==> src/rtl/rv32_pipeline_pkg.sv <==
// Shared definitions for the RV32IM pipeline stages.
package rv32_pipeline_pkg;

  localparam int unsigned PC_W = 32;

  localparam logic [31:0] NOP_INSTR = 32'h0000_0013;

  typedef enum logic [1:0] {
    FETCH_IDLE = 2'd0,
    FETCH_REQ  = 2'd1,
    FETCH_HOLD = 2'd2
  } fetch_state_e;

  // Redirect targets are forced onto a word boundary; there is no misalignment trap.
  function automatic logic [PC_W-1:0] word_align(input logic [PC_W-1:0] addr);
    return addr & 32'hFFFF_FFFC;
  endfunction

endpackage

==> src/rtl/instruction_fetch_unit.sv <==
// IF stage: owns the PC, runs the READ/BUSYWAIT handshake with instruction memory
// and fills the IF/ID register, with a one-entry buffer for stalls and a squash for redirects.
module instruction_fetch_unit
  import rv32_pipeline_pkg::*;
#(
  parameter logic [31:0] RESET_VECTOR   = 32'h0000_0000,
  parameter int unsigned MIN_REQ_CYCLES = 1
) (
  input  logic        CLK,
  input  logic        RESET_N,
  input  logic        STALL,
  input  logic        BRANCH_TAKEN,
  input  logic [31:0] BRANCH_TARGET,
  output logic        IMEM_READ,
  output logic [31:0] IMEM_ADDRESS,
  input  logic [31:0] IMEM_READINST,
  input  logic        IMEM_BUSYWAIT,
  output logic [31:0] IF_INSTR,
  output logic [31:0] IF_PC,
  output logic [31:0] IF_PC4,
  output logic        IF_VALID
);

  localparam logic [1:0] MIN_AGE = 2'(MIN_REQ_CYCLES);

  fetch_state_e state_q, state_d;
  logic [31:0]  pc_q, pc_d;
  logic         read_q, read_d;
  logic [1:0]   age_q, age_d;
  logic         squash_q, squash_d;
  logic [31:0]  redir_q, redir_d;
  logic [31:0]  buf_instr_q, buf_instr_d;
  logic [31:0]  buf_pc_q, buf_pc_d;
  logic [31:0]  if_instr_q, if_instr_d;
  logic [31:0]  if_pc_q, if_pc_d;
  logic [31:0]  if_pc4_q, if_pc4_d;
  logic         if_valid_q, if_valid_d;

  logic         completing_s;
  logic [1:0]   age_inc_s;
  logic [31:0]  target_s;
  logic [31:0]  pc_plus4_s;

  assign completing_s = (state_q == FETCH_REQ) && (age_q >= MIN_AGE) && !IMEM_BUSYWAIT;
  assign age_inc_s    = (age_q == 2'd3) ? 2'd3 : age_q + 2'd1;
  assign target_s     = word_align(BRANCH_TARGET);
  assign pc_plus4_s   = pc_q + 32'd4;

  // Next-state logic; a redirect outranks both completion and stall.
  always_comb begin
    state_d     = state_q;
    pc_d        = pc_q;
    age_d       = age_q;
    squash_d    = squash_q;
    redir_d     = redir_q;
    buf_instr_d = buf_instr_q;
    buf_pc_d    = buf_pc_q;
    if_instr_d  = if_instr_q;
    if_pc_d     = if_pc_q;
    if_pc4_d    = if_pc4_q;
    if_valid_d  = if_valid_q;

    case (state_q)
      FETCH_IDLE: begin
        if (BRANCH_TAKEN) begin
          pc_d       = target_s;
          if_valid_d = 1'b0;
          squash_d   = 1'b0;
        end else begin
          state_d = FETCH_REQ;
          age_d   = 2'd0;
        end
      end
      FETCH_REQ: begin
        if (BRANCH_TAKEN) begin
          if_valid_d = 1'b0;
          if (completing_s) begin
            pc_d     = target_s;
            squash_d = 1'b0;
            state_d  = FETCH_IDLE;
          end else begin
            squash_d = 1'b1;
            redir_d  = target_s;
            age_d    = age_inc_s;
          end
        end else if (completing_s) begin
          state_d = FETCH_IDLE;
          if (squash_q) begin
            pc_d     = redir_q;
            squash_d = 1'b0;
          end else if (STALL) begin
            buf_instr_d = IMEM_READINST;
            buf_pc_d    = pc_q;
            pc_d        = pc_plus4_s;
            state_d     = FETCH_HOLD;
          end else begin
            if_instr_d = IMEM_READINST;
            if_pc_d    = pc_q;
            if_pc4_d   = pc_plus4_s;
            if_valid_d = 1'b1;
            pc_d       = pc_plus4_s;
          end
        end else begin
          age_d = age_inc_s;
        end
      end
      FETCH_HOLD: begin
        if (BRANCH_TAKEN) begin
          pc_d        = target_s;
          if_valid_d  = 1'b0;
          squash_d    = 1'b0;
          buf_instr_d = NOP_INSTR;
          buf_pc_d    = 32'h0000_0000;
          state_d     = FETCH_IDLE;
        end else if (!STALL) begin
          if_instr_d = buf_instr_q;
          if_pc_d    = buf_pc_q;
          if_pc4_d   = buf_pc_q + 32'd4;
          if_valid_d = 1'b1;
          state_d    = FETCH_IDLE;
        end else begin
          state_d = FETCH_HOLD;
        end
      end
      default: begin
        state_d = FETCH_IDLE;
      end
    endcase

    read_d = (state_d == FETCH_REQ);
  end

  // State and IF/ID registers; reset drops READ without waiting for a clock.
  always_ff @(posedge CLK or negedge RESET_N) begin
    if (!RESET_N) begin
      state_q     <= FETCH_IDLE;
      pc_q        <= RESET_VECTOR;
      read_q      <= 1'b0;
      age_q       <= 2'd0;
      squash_q    <= 1'b0;
      redir_q     <= 32'h0000_0000;
      buf_instr_q <= NOP_INSTR;
      buf_pc_q    <= 32'h0000_0000;
      if_instr_q  <= NOP_INSTR;
      if_pc_q     <= 32'h0000_0000;
      if_pc4_q    <= 32'h0000_0000;
      if_valid_q  <= 1'b0;
    end else begin
      state_q     <= state_d;
      pc_q        <= pc_d;
      read_q      <= read_d;
      age_q       <= age_d;
      squash_q    <= squash_d;
      redir_q     <= redir_d;
      buf_instr_q <= buf_instr_d;
      buf_pc_q    <= buf_pc_d;
      if_instr_q  <= if_instr_d;
      if_pc_q     <= if_pc_d;
      if_pc4_q    <= if_pc4_d;
      if_valid_q  <= if_valid_d;
    end
  end

  assign IMEM_READ    = read_q;
  assign IMEM_ADDRESS = pc_q;
  assign IF_INSTR     = if_instr_q;
  assign IF_PC        = if_pc_q;
  assign IF_PC4       = if_pc4_q;
  assign IF_VALID     = if_valid_q;

endmodule

==> config.mk <==
export PLATFORM = sky130hd
export DESIGN_NAME = instruction_fetch_unit
export DESIGN_NICKNAME = d
export VERILOG_FILES = /design/src/rtl/rv32_pipeline_pkg.sv /design/src/rtl/instruction_fetch_unit.sv
export SDC_FILE = /design/constraint.sdc
export NUM_CORES = 1
export LEC_CHECK = 0
export ABC_AREA = 1
export BUFFER_PORTS_ARGS = -buffer_cell sky130_fd_sc_hd__buf_2
export CAP_MARGIN = 40
export CORE_ASPECT_RATIO = 1.5
export CORE_UTILIZATION = 30
export DETAILED_ROUTE_END_ITERATION = 6
export PLACE_DENSITY = 0.48
export SLEW_MARGIN = 20
export SYNTH_ARGS = -nofsm -noshare
export SYNTH_HDL_FRONTEND = slang
export SYNTH_SLANG_ARGS = --single-unit
==> constraint.sdc <==
create_clock -name CLK -period 2.3 [get_ports CLK]
set_input_delay 0.23 -clock CLK [delete_from_list [all_inputs] [get_ports CLK]]
set_output_delay 0.23 -clock CLK [all_outputs]
set_load 0.02 [all_outputs]
==> impl_results.rst, run 1 <==
.. list-table::
   :header-rows: 1

   * - Metric
     - Value
   * - Worst setup timing slack at the placement stage
     - 0.203 ns
   * - Max clock buf depth
     - 3
   * - Detailed Route Iter0 Violations
     - 600
   * - Drc violations
     - 0
   * - Total routing resource utilization after global routing
     - 19.1%
   * - Final HPWL from detailed placement
     - 26700 um
   * - Clock network fraction of design power
     - 20.3%
   * - Endpoint class of the critical path
     - flip-flop
   * - Setup repair after global routing missed its margin
     - false
   * - Min setup slack post-route
     - 0.168 ns
   * - Hold violation count in the final report
     - 0
   * - Number of CTS-inserted buffers
     - 25
   * - GR met3 Demand/Resource
     - 1.99%
   * - # fillers
     - 3989
   * - Post-synthesis sequential area ratio
     - 48.6%
   * - Fin util
     - 39.4%
   * - Critical path arrival
     - 2.60 ns
   * - Instance area at placement
     - 13300 um^2
   * - Sum of negative setup slack
     - 0 ns
   * - CTS root buf
     - clkbuf_16
   * - Setup violations, final
     - 0
   * - Post-synthesis instance total
     - 1521
   * - P per Cell Area
     - 1490 nW/um^2
   * - Final count of pins violating max slew
     - 0
   * - Crit path max fanout
     - 43
   * - Worst slew margin relative to its limit
     - 59.0%
   * - Most used cells in the layout excluding fill and tap cells
     - nand2_1, dfrtp_1, nor2_1, buf_2, nand3_1
   * - Required time of the critical path
     - 2.77 ns
   * - DRT antenna net count
     - 0
   * - Logic gate share of total power
     - 46.0%
   * - Share of cells above drive strength 1
     - 17.4%
   * - Post-synthesis cell type count
     - 36
   * - Synth Cell Area
     - 11500 um^2
   * - Most heavily used metal layer in global routing
     - met2
   * - Synth warn
     - 0
   * - Count of maximum capacitance violations
     - 0
   * - Total gr overflow
     - 0
   * - Reg clk slew, reported paths
     - 0.06 ns
   * - Final routed wire length divided by cell count
     - 16.4 um
   * - H-tree depth reported by CTS
     - 1
   * - Area enclosed by the die boundary
     - 39100 um^2
   * - Maximum ir drop on the vdd rail
     - 0.504 mV
   * - Antenna cell count
     - 0
   * - Achievable frequency
     - 469 MHz
   * - Type of the tightest min-delay check
     - in -> reg
   * - Post-Syn Area per Cell
     - 7.55 um^2
   * - Latest clock arrival within the worst-skew pair
     - 0.55 ns
   * - Most common cell after layout, fill and taps aside
     - nand2_1
   * - Category of the most critical setup path
     - reg -> reg
   * - Post-detailed-route via-to-cell ratio
     - 4.72
   * - Initial Utilization
     - 30.5%
   * - Switching power of the nets
     - 9.81 mW
   * - Io pins
     - 199
   * - Gpl congestion
     - 0.911
   * - Area of the core
     - 37700 um^2
   * - TritonCTS clock tree
     - yes
   * - Startpoint types
     - flip-flop
   * - Post-layout net count
     - 1853
   * - Via count of the first global-routing pass
     - 10396
   * - Total detailed-routing wirelength
     - 37500 um
   * - Initial antenna violation count
     - 0
   * - Flops & latches, synth
     - 223
   * - # clock sinks
     - 223
   * - Share of the cycle needed by the critical path after routing
     - 92.7%
   * - Count of buffers inserted at the top-level ports
     - 194
   * - Leakage power
     - 7.01 nW
   * - Number of vias in the routed layout
     - 10774
   * - Wire length of the first global-routing pass
     - 58600 um
   * - Number of placement rows
     - 87
   * - Net switching share of the total power
     - 44.3%
   * - Setup clock skew after layout
     - 0.0150 ns
   * - Worst-margin pin slew
     - 0.615 ns
   * - Area growth from synthesis to final layout
     - 29.3%
   * - Chip height
     - 242 um
   * - Internal Pwr Total
     - 12.3 mW
   * - Hold Slack
     - 0.0253 ns
   * - Finished Cell Area
     - 14900 um^2
   * - Die W
     - 162 um
   * - Post-CTS setup repair buffer count
     - 0
   * - Detailed-router iteration count before antenna repair
     - 5
   * - Met1 Usage GRT
     - 24.4%
   * - Run status
     - complete, no violations
   * - GR met2 Demand/Resource
     - 32.7%
   * - Maximum number of pins on one net before global-route repair
     - 113
   * - Sequential group share of total power
     - 33.7%
   * - Final critical path time including I/O delays and setup
     - 2.13 ns
[through the flow]
stage | power (mW) | instances
after detailed placement | 17.7 | 2177
after global placement | 17.6 | 2177
after floorplan | 13.8 | 1522
final | 22.1 | 2284
after global routing | 23.9 | 2284
after CTS | 22.4 | 2284
[synth_stat cells]
cell type  count  share of area [%]
nand2_1      458                 15
dfrtp_1      217                 47
nor2_1       195                6.4
nand3_1      118                5.1
inv_1        109                3.6
a21oi_1       99                4.3
a31oi_1       61                3.3
o21ai_0       48                2.1
clkbuf_1      43                1.4
o21a_1        33                2.2
o21ai_1       24                1.0
buf_2         20               0.87
buf_4         17                1.1
xor2_1        15                1.1
o211ai_1       9               0.59
a22oi_1        8               0.52
ha_1           7               0.76
dfstp_2        6                1.4
buf_1          5               0.16
mux2_2         3               0.29
nand3b_1       3               0.20
nor3_1         3               0.13
or2_2          3               0.16
a211oi_1       2               0.13
and2_1         2               0.11
inv_2          2              0.065
nand4_1        2               0.11
a211oi_4       1               0.17
and3_1         1              0.054
buf_6          1              0.098
clkbuf_2       1              0.044
conb_1         1              0.033
nand2_2        1              0.054
o31ai_1        1              0.065
or2_1          1              0.054
xnor2_1        1              0.076
[routing by layer]
metal,wire [um],vias up,part of all wire [%]
met1,16500,4995,44
met3,1380,66,3.7
met4,1440,0,3.8
met5,0,-,0
li1,-,5456,-
met2,18200,257,49
[path summary, 6_finish.rpt]
path	start	endpoint	slack, ns	depth (start not counted)
max	state_q[1]	IF_INSTR[16]	0.17	11
min	BRANCH_TAKEN	squash_q	0.03	3
max reg2reg	state_q[1]	IF_INSTR[16]	0.17	11
min reg2reg	buf_instr_q[1]	buf_instr_q[1]	0.47	2
max in group asynchronous	RESET_N	IF_INSTR[1]	1.30	3
min in group asynchronous	RESET_N	state_q[1]	0.22	2
[logic make-up (layout without fill, tap and decap cells)]
group | Yosys count | count (layout) | synth area share [%]
AO/OA/AOI/OAI | 286 | 286 | 14.4
adder cells (fa/ha/maj) | 7 | 7 | 0.762
other | 1 | 2 | 0.0326
flip-flops | 223 | 223 | 48.6
XOR/XNOR | 16 | 16 | 1.22
buffers and inverters | 198 | 471 | 7.32
AND/OR/NAND/NOR | 787 | 787 | 27.3
multiplexers | 3 | 3 | 0.294
[worst max-delay path: stages, from the launching register on]
cell and delay (ns):
dfrtp_1 0.45, inv_1 0.10, ha_1 0.24, buf_4 0.18
nand2_1 0.09, nand3_1 0.09, nor2_1 0.10, nand2_1 0.15
inv_6 0.19, buf_12 0.22, nor2_1 0.07, a31oi_1 0.14
[power by group through the flow]
stage / registers (mW) / logic, mW / clock network (mW)
floorplan: 8.45 / 5.38 / 0
global placement: 7.49 / 10.1 / 0
detailed placement: 7.55 / 10.2 / 0
CTS: 7.48 / 10.3 / 4.60
global route: 7.72 / 11.4 / 4.76
finish: 7.46 / 10.2 / 4.48
[final cells by class]
| class | count | area [um^2] | area share [%] |
|---|---|---|---|
| clock buffer | 31 | 658 | 4.43 |
| clock inverter | 14 | 238 | 1.60 |
| inverter | 111 | 423 | 2.85 |
| multi-input combinational | 1101 | 5090 | 34.3 |
| sequential | 223 | 5590 | 37.6 |
| tap | 489 | 612 | 4.12 |
| timing repair buffer | 315 | 2250 | 15.1 |
[sequential cells by signal, summed over array words and instances, names as in the netlist]
name / cells
redir_q: 30
IMEM_ADDRESS: 30
IF_PC: 31
buf_instr_q: 32
IF_VALID: 1
IF_PC4: 30
squash_q: 1
state_q: 2
IF_INSTR: 32
buf_pc_q: 31
age_q: 2
IMEM_READ: 1
[timing repair]
action	CTS	global route
resized for setup	0	3
setup endpoints to repair	0	3
hold buffers	62	0
endpoints found under the hold margin	135	0
Power figures use the tool's default switching activity.
==> run 2: changes to the inputs <==
Settings changed: MAX_ROUTING_LAYER from default to met4.
==> impl_results.rst, run 2 (synthesis results as in run 1) <==
.. list-table::
   :header-rows: 1

   * - Metric
     - Value
   * - Run status
     - complete, no violations (unchanged)
   * - Count of buffers inserted at the top-level ports
     - 194 (unchanged)
   * - Finished Cell Area
     - 14700 um^2 (was 14900 um^2)
   * - Chip height
     - 242 um (unchanged)
   * - TritonCTS clock tree
     - yes (unchanged)
   * - Hold violation count in the final report
     - 0 (unchanged)
   * - Share of cells above drive strength 1
     - 17.0% (was 17.4%)
   * - Maximum ir drop on the vdd rail
     - 0.491 mV (was 0.504 mV)
   * - Crit path max fanout
     - 40 (was 43)
   * - P per Cell Area
     - 1470 nW/um^2 (was 1490 nW/um^2)
   * - Number of CTS-inserted buffers
     - 24 (was 25)
   * - Category of the most critical setup path
     - reg -> reg (unchanged)
   * - Latest clock arrival within the worst-skew pair
     - 0.54 ns (was 0.55 ns)
   * - Min-Delay Path Depth
     - 4 (was 3)
   * - Final routed wire length divided by cell count
     - 16.6 um (was 16.4 um)
   * - Number of placement rows
     - 87 (unchanged)
   * - Area of the core
     - 37700 um^2 (unchanged)
   * - Share of the cycle needed by the critical path after routing
     - 90.5% (was 92.7%)
   * - Endpoint class of the critical path
     - flip-flop (unchanged)
   * - Maximum number of pins on one net before global-route repair
     - 113 (unchanged)
   * - Post-layout net count
     - 1848 (was 1853)
   * - Final critical path time including I/O delays and setup
     - 2.08 ns (was 2.13 ns)
   * - Area growth from synthesis to final layout
     - 27.6% (was 29.3%)
   * - Initial antenna violation count
     - 0 (unchanged)
   * - Final HPWL from detailed placement
     - 27000 um (was 26700 um)
   * - Wire length of the first global-routing pass
     - 59300 um (was 58600 um)
   * - Drc violations
     - 0 (unchanged)
   * - H-tree depth reported by CTS
     - 1 (unchanged)
   * - Type of the tightest min-delay check
     - in -> reg (unchanged)
   * - Max clock buf depth
     - 3 (unchanged)
   * - Detailed Route Iter0 Violations
     - 800 (was 600)
   * - Total detailed-routing wirelength
     - 37700 um (was 37500 um)
   * - Die W
     - 162 um (unchanged)
   * - Reg clk slew, reported paths
     - 0.06 ns (about the same)
   * - DRT antenna net count
     - 0 (unchanged)
   * - Post-layout power
     - 21.5 mW (was 22.1 mW)
   * - Total gr overflow
     - 0 (unchanged)
   * - Sum of negative setup slack
     - 0 ns (unchanged)
   * - Instance area at placement
     - 13300 um^2 (about the same)
   * - Fin util
     - 38.9% (was 39.4%)
   * - Via count of the first global-routing pass
     - 10590 (was 10396)
   * - Setup violations, final
     - 0 (unchanged)
   * - Area enclosed by the die boundary
     - 39100 um^2 (unchanged)
   * - CTS root buf
     - clkbuf_16 (unchanged)
   * - Number of cells on the worst reg-to-reg path
     - 10 (was 11)
   * - Total routing resource utilization after global routing
     - 19.9% (was 19.1%)
   * - Worst slew margin relative to its limit
     - 57.2% (was 59.0%)
   * - Most used cells in the layout excluding fill and tap cells
     - nand2_1, dfrtp_1, nor2_1, buf_2, nand3_1 (unchanged)
   * - Final count of pins violating max slew
     - 0 (unchanged)
   * - # clock sinks
     - 223 (unchanged)
   * - Startpoint types
     - flip-flop (unchanged)
   * - Detailed-router iteration count before antenna repair
     - 5 (unchanged)
   * - Achievable frequency
     - 481 MHz (was 469 MHz)
   * - Critical path arrival
     - 2.54 ns (was 2.60 ns)
   * - Antenna cell count
     - 0 (unchanged)
   * - Worst-margin pin slew
     - 0.642 ns (was 0.615 ns)
   * - Setup clock skew after layout
     - 0.00806 ns (was 0.0150 ns)
   * - Setup repair after global routing missed its margin
     - false (unchanged)
   * - Gpl congestion
     - 0.924 (was 0.911)
   * - Leakage power
     - 6.93 nW (was 7.01 nW)
   * - Post-detailed-route via-to-cell ratio
     - 4.75 (was 4.72)
   * - Number of vias in the routed layout
     - 10797 (was 10774)
   * - Count of maximum capacitance violations
     - 0 (unchanged)
   * - Initial Utilization
     - 30.5% (unchanged)
   * - Most common cell after layout, fill and taps aside
     - nand2_1 (unchanged)
   * - Io pins
     - 199 (unchanged)
   * - Required time of the critical path
     - 2.76 ns (was 2.77 ns)
run 2: changes by cell type in the layout (fill, tap and decap cells not counted), sizes merged:
cell and change:
buf -2, bufinv -5, clkinvlp -1, clkinv -1, inv -3, dlygate4sd3 -2
clkbuf +3
run 2: metal layers:
| layer | GRT usage [%] | share of wire [%] | wire length, um |
|---|---|---|---|
| met4 | 7.02 | 3.3 | 1240 |
| met5 | - | 0 | 0 |
| met3 | 1.89 | 4.0 | 1490 |
| met1 | 24.9 | 44 | 16600 |
| met2 | 33.2 | 49 | 18400 |
run 2: critical path, cell delays in order (launching register included):
cell and delay, ns:
dfrtp_1 0.42, inv_1 0.11, ha_4 0.20, clkinv_2 0.07, nor2_1 0.06, or2_1 0.24, a211oi_4 0.25, buf_12 0.21
buf_12 0.21, nand3_1 0.09, o21ai_1 0.11
run 2: cell type report:
type / instances / area (um^2)
Clock buffer: 34 / 709
Clock inverter: 4 / 48.8
Fill cell: 4024 / 23000
Inverter: 111 / 423
Multi-Input combinational cell: 1101 / 5080
Sequential cell: 223 / 5590
Tap cell: 489 / 612
Timing Repair Buffer: 311 / 2200
run 2: worst paths after layout:
kind | start | to | slack (ns)
worst max-delay path | state_q[0] | buf_pc_q[27] | 0.22
worst min-delay path | IMEM_READINST[4] | buf_instr_q[4] | 0.03
worst max register to register | state_q[0] | buf_pc_q[27] | 0.22
worst min register to register | buf_instr_q[1] | buf_instr_q[1] | 0.47
max in group asynchronous | RESET_N | buf_instr_q[0] | 1.31
min in group asynchronous | RESET_N | IF_VALID | 0.21
run 2: where the power goes:
| part | internal, mW | switching (mW) |
|---|---|---|
| clock network | 2.24 | 1.64 |
| registers | 5.90 | 1.58 |
| logic | 3.65 | 6.50 |
run 2: repair_timing:
action,in CTS,in global routing
buffers inserted,0,0
hold buffers,60,0
gates resized for setup,0,3
setup endpoints to repair,0,3
endpoints found under the hold margin,131,0
run 2: stage by stage:
step           hold WS, ns  cells  worst slack (ns)
2_1_floorplan      -0.0656   1522             0.332
3_3_place_gp         0.242   2175             0.223
3_5_place_dp         0.239   2175             0.190
4_1_cts             0.0137   2273             0.155
5_1_grt             0.0398   2273            0.0202
6_report            0.0308   2273             0.219
==> run 3: changes to the inputs <==
Settings changed: CORE_UTILIZATION 30 to 58, CTS_BUF_LIST from default to sky130_fd_sc_hd__clkbuf_4, PLACE_DENSITY 0.48 to 0.82.
==> impl_results.rst, run 3 (synthesis results as in run 1) <==
.. list-table::
   :header-rows: 1

   * - Metric
     - Value
   * - Worst-margin pin slew
     - 0.551 ns (was 0.642 ns)
   * - Drc violations
     - 0 (unchanged)
   * - Sum of negative setup slack
     - 0 ns (unchanged)
   * - Total gr overflow
     - 0 (unchanged)
   * - Number of vias in the routed layout
     - 11431 (was 10797)
   * - Maximum ir drop on the vdd rail
     - 0.822 mV (was 0.491 mV)
   * - Initial antenna violation count
     - 1 (was 0)
   * - Crit path max fanout
     - 7 (was 40)
   * - Post-layout instance count excluding filler cells
     - 2091 (was 2273)
   * - DRT antenna net count
     - 0 (unchanged)
   * - H-tree depth reported by CTS
     - 2 (was 1)
   * - Final count of pins violating max slew
     - 0 (unchanged)
   * - Required time of the critical path
     - 2.85 ns (was 2.76 ns)
   * - Hold violation count in the final report
     - 0 (unchanged)
   * - Total detailed-routing wirelength
     - 33600 um (was 37700 um)
   * - Post-detailed-route via-to-cell ratio
     - 5.47 (was 4.75)
   * - Chip height
     - 174 um (was 242 um)
   * - CTS root buf
     - clkbuf_4 (was clkbuf_16)
   * - Latest clock arrival within the worst-skew pair
     - 0.71 ns (was 0.54 ns)
   * - Number of cells on the worst reg-to-reg path
     - 9 (was 10)
   * - P per Cell Area
     - 1460 nW/um^2 (was 1470 nW/um^2)
   * - # clock sinks
     - 223 (unchanged)
   * - Final HPWL from detailed placement
     - 22500 um (was 27000 um)
   * - Final routed wire length divided by cell count
     - 16.1 um (was 16.6 um)
   * - GR met2 Demand/Resource
     - 56.8% (was 33.2%)
   * - Wire length of the first global-routing pass
     - 54100 um (was 59300 um)
   * - Via count of the first global-routing pass
     - 11139 (was 10590)
   * - Type of the tightest min-delay check
     - in -> async (was in -> reg)
   * - Number of CTS-inserted buffers
     - 54 (was 24)
   * - Worst slew margin relative to its limit
     - 63.3% (was 57.2%)
   * - Setup clock skew after layout
     - 0.0610 ns (was 0.00806 ns)
   * - Most common cell after layout, fill and taps aside
     - nand2_1 (unchanged)
   * - Setup repair after global routing missed its margin
     - false (unchanged)
   * - Internal Pwr Total
     - 11.2 mW (was 11.8 mW)
   * - Internal reg-to-reg setup slack
     - 0.15 ns (was 0.22 ns)
   * - Category of the most critical setup path
     - reg -> reg (unchanged)
   * - Setup violations, final
     - 0 (unchanged)
   * - Cell count after placement
     - 1927 (was 2175)
   * - Area growth from synthesis to final layout
     - 24.0% (was 27.6%)
   * - Endpoint class of the critical path
     - flip-flop (unchanged)
   * - Most used cells in the layout excluding fill and tap cells
     - nand2_1, dfrtp_1, nor2_1, buf_2, nand3_1 (unchanged)
   * - Met1 Usage GRT
     - 41.8% (was 24.9%)
   * - Io pins
     - 199 (unchanged)
   * - Detailed Route Iter0 Violations
     - 970 (was 800)
   * - Post-layout net count
     - 1868 (was 1848)
   * - Startpoint types
     - flip-flop (unchanged)
   * - Total routing resource utilization after global routing
     - 34.9% (was 19.9%)
   * - Final critical path time including I/O delays and setup
     - 2.15 ns (was 2.08 ns)
   * - Critical path arrival
     - 2.69 ns (was 2.54 ns)
   * - Run status
     - complete, no violations (unchanged)
   * - GR met3 Demand/Resource
     - 5.86% (was 1.89%)
   * - Logic gate share of total power
     - 47.7% (was 47.2%)
   * - Share of the cycle needed by the critical path after routing
     - 93.3% (was 90.5%)
   * - Count of buffers inserted at the top-level ports
     - 194 (unchanged)
   * - Maximum number of pins on one net before global-route repair
     - 113 (unchanged)
   * - Achievable frequency
     - 466 MHz (was 481 MHz)
   * - Finished Cell Area
     - 14300 um^2 (was 14700 um^2)
   * - Sequential group share of total power
     - 36.8% (was 34.8%)
   * - Count of maximum capacitance violations
     - 0 (unchanged)
   * - Most heavily used metal layer in global routing
     - met2 (unchanged)
   * - Reg clk slew, reported paths
     - 0.06 ns (about the same)
   * - Max clock buf depth
     - 3 (unchanged)
   * - Clock network fraction of design power
     - 15.6% (was 18.0%)
   * - Area of the core
     - 19300 um^2 (was 37700 um^2)
   * - Die W
     - 117 um (was 162 um)
   * - Instance area at placement
     - 12900 um^2 (was 13300 um^2)
   * - Initial Utilization
     - 59.5% (was 30.5%)
   * - Leakage power
     - 6.90 nW (was 6.93 nW)
   * - Area enclosed by the die boundary
     - 20400 um^2 (was 39100 um^2)
   * - Share of cells above drive strength 1
     - 18.2% (was 17.0%)
   * - Number of placement rows
     - 62 (was 87)
   * - Gpl congestion
     - 0.950 (was 0.924)
   * - TritonCTS clock tree
     - yes (unchanged)
   * - Switching power of the nets
     - 9.61 mW (was 9.72 mW)
   * - Detailed-router iteration count before antenna repair
     - 5 (unchanged)
   * - Net switching share of the total power
     - 46.2% (was 45.2%)
run 3: changes by cell type in the layout (fill, tap and decap cells not counted), sizes merged:
cell	previous run	this run
buf	251	236
clkbuf	34	76
clkinv	5	21
clkinvlp	0	2
diode	0	1
dlygate4sd3	60	65
run 3: area by class of cell:
| cell class | count | area [um^2] |
|---|---|---|
| clock inverter | 22 | 116 |
| clock buffer | 76 | 571 |
| timing repair buffer | 301 | 2150 |
| inverter | 111 | 423 |
| tap | 256 | 320 |
| fill | 1516 | 5060 |
| multi-input combinational | 1101 | 5090 |
| antenna | 1 | 2.50 |
| sequential | 223 | 5590 |
run 3: per-layer routing:
| layer | up-vias | wire [um] |
|---|---|---|
| met3 | 104 | 2660 |
| met4 | 0 | 1410 |
| met2 | 518 | 16700 |
| li1 | 5533 | - |
| met5 | - | 0 |
| met1 | 5276 | 12800 |
run 3: path summary, 6_finish.rpt:
| check | startpoint | end |
|---|---|---|
| worst max-delay path | IMEM_ADDRESS[4] | IF_PC4[27] |
| worst min-delay path | RESET_N | IF_INSTR[26] |
| worst max register to register | IMEM_ADDRESS[4] | IF_PC4[27] |
| worst min register to register | buf_instr_q[1] | buf_instr_q[1] |
| max in group asynchronous | RESET_N | buf_pc_q[25] |
| min in group CLK | IMEM_BUSYWAIT | squash_q |
run 3: critical path, cell delays in order, from the launching register on:
cell and delay, ns:
dfrtp_1 0.49, nand2_1 0.10, nor2_1 0.22, nand2_1 0.22, nor2_1 0.43, nand2_1 0.12
nand2_1 0.10, nand3_1 0.12, nand3_1 0.15, nand2_1 0.05
run 3: power by group through the flow:
stage	logic, mW	registers [mW]	clock network, mW
global placement	9.42	7.58	0
finish	9.91	7.65	3.23
floorplan	5.38	8.45	0
CTS	9.81	7.59	3.31
detailed placement	9.67	7.65	0
global route	11.0	7.88	3.51
run 3: stage by stage:
stage	util (%)	power, mW	hold slack [ns]	setup slack (ns)
after detailed placement	66.8	17.3	0.236	0.189
after global placement	66.8	17.0	0.228	0.255
after floorplan	-	13.8	-0.0656	0.332
final	73.8	20.8	0.0727	0.153
after CTS	73.8	20.7	0.0613	0.129
after global routing	73.8	22.4	0.0877	0.0129
run 3: what timing repair did:
action	CTS	global route
setup buffers	0	0
gates resized for setup	0	3
hold buffers	65	0
endpoints found under the setup margin	0	59
hold endpoints to repair	348	0
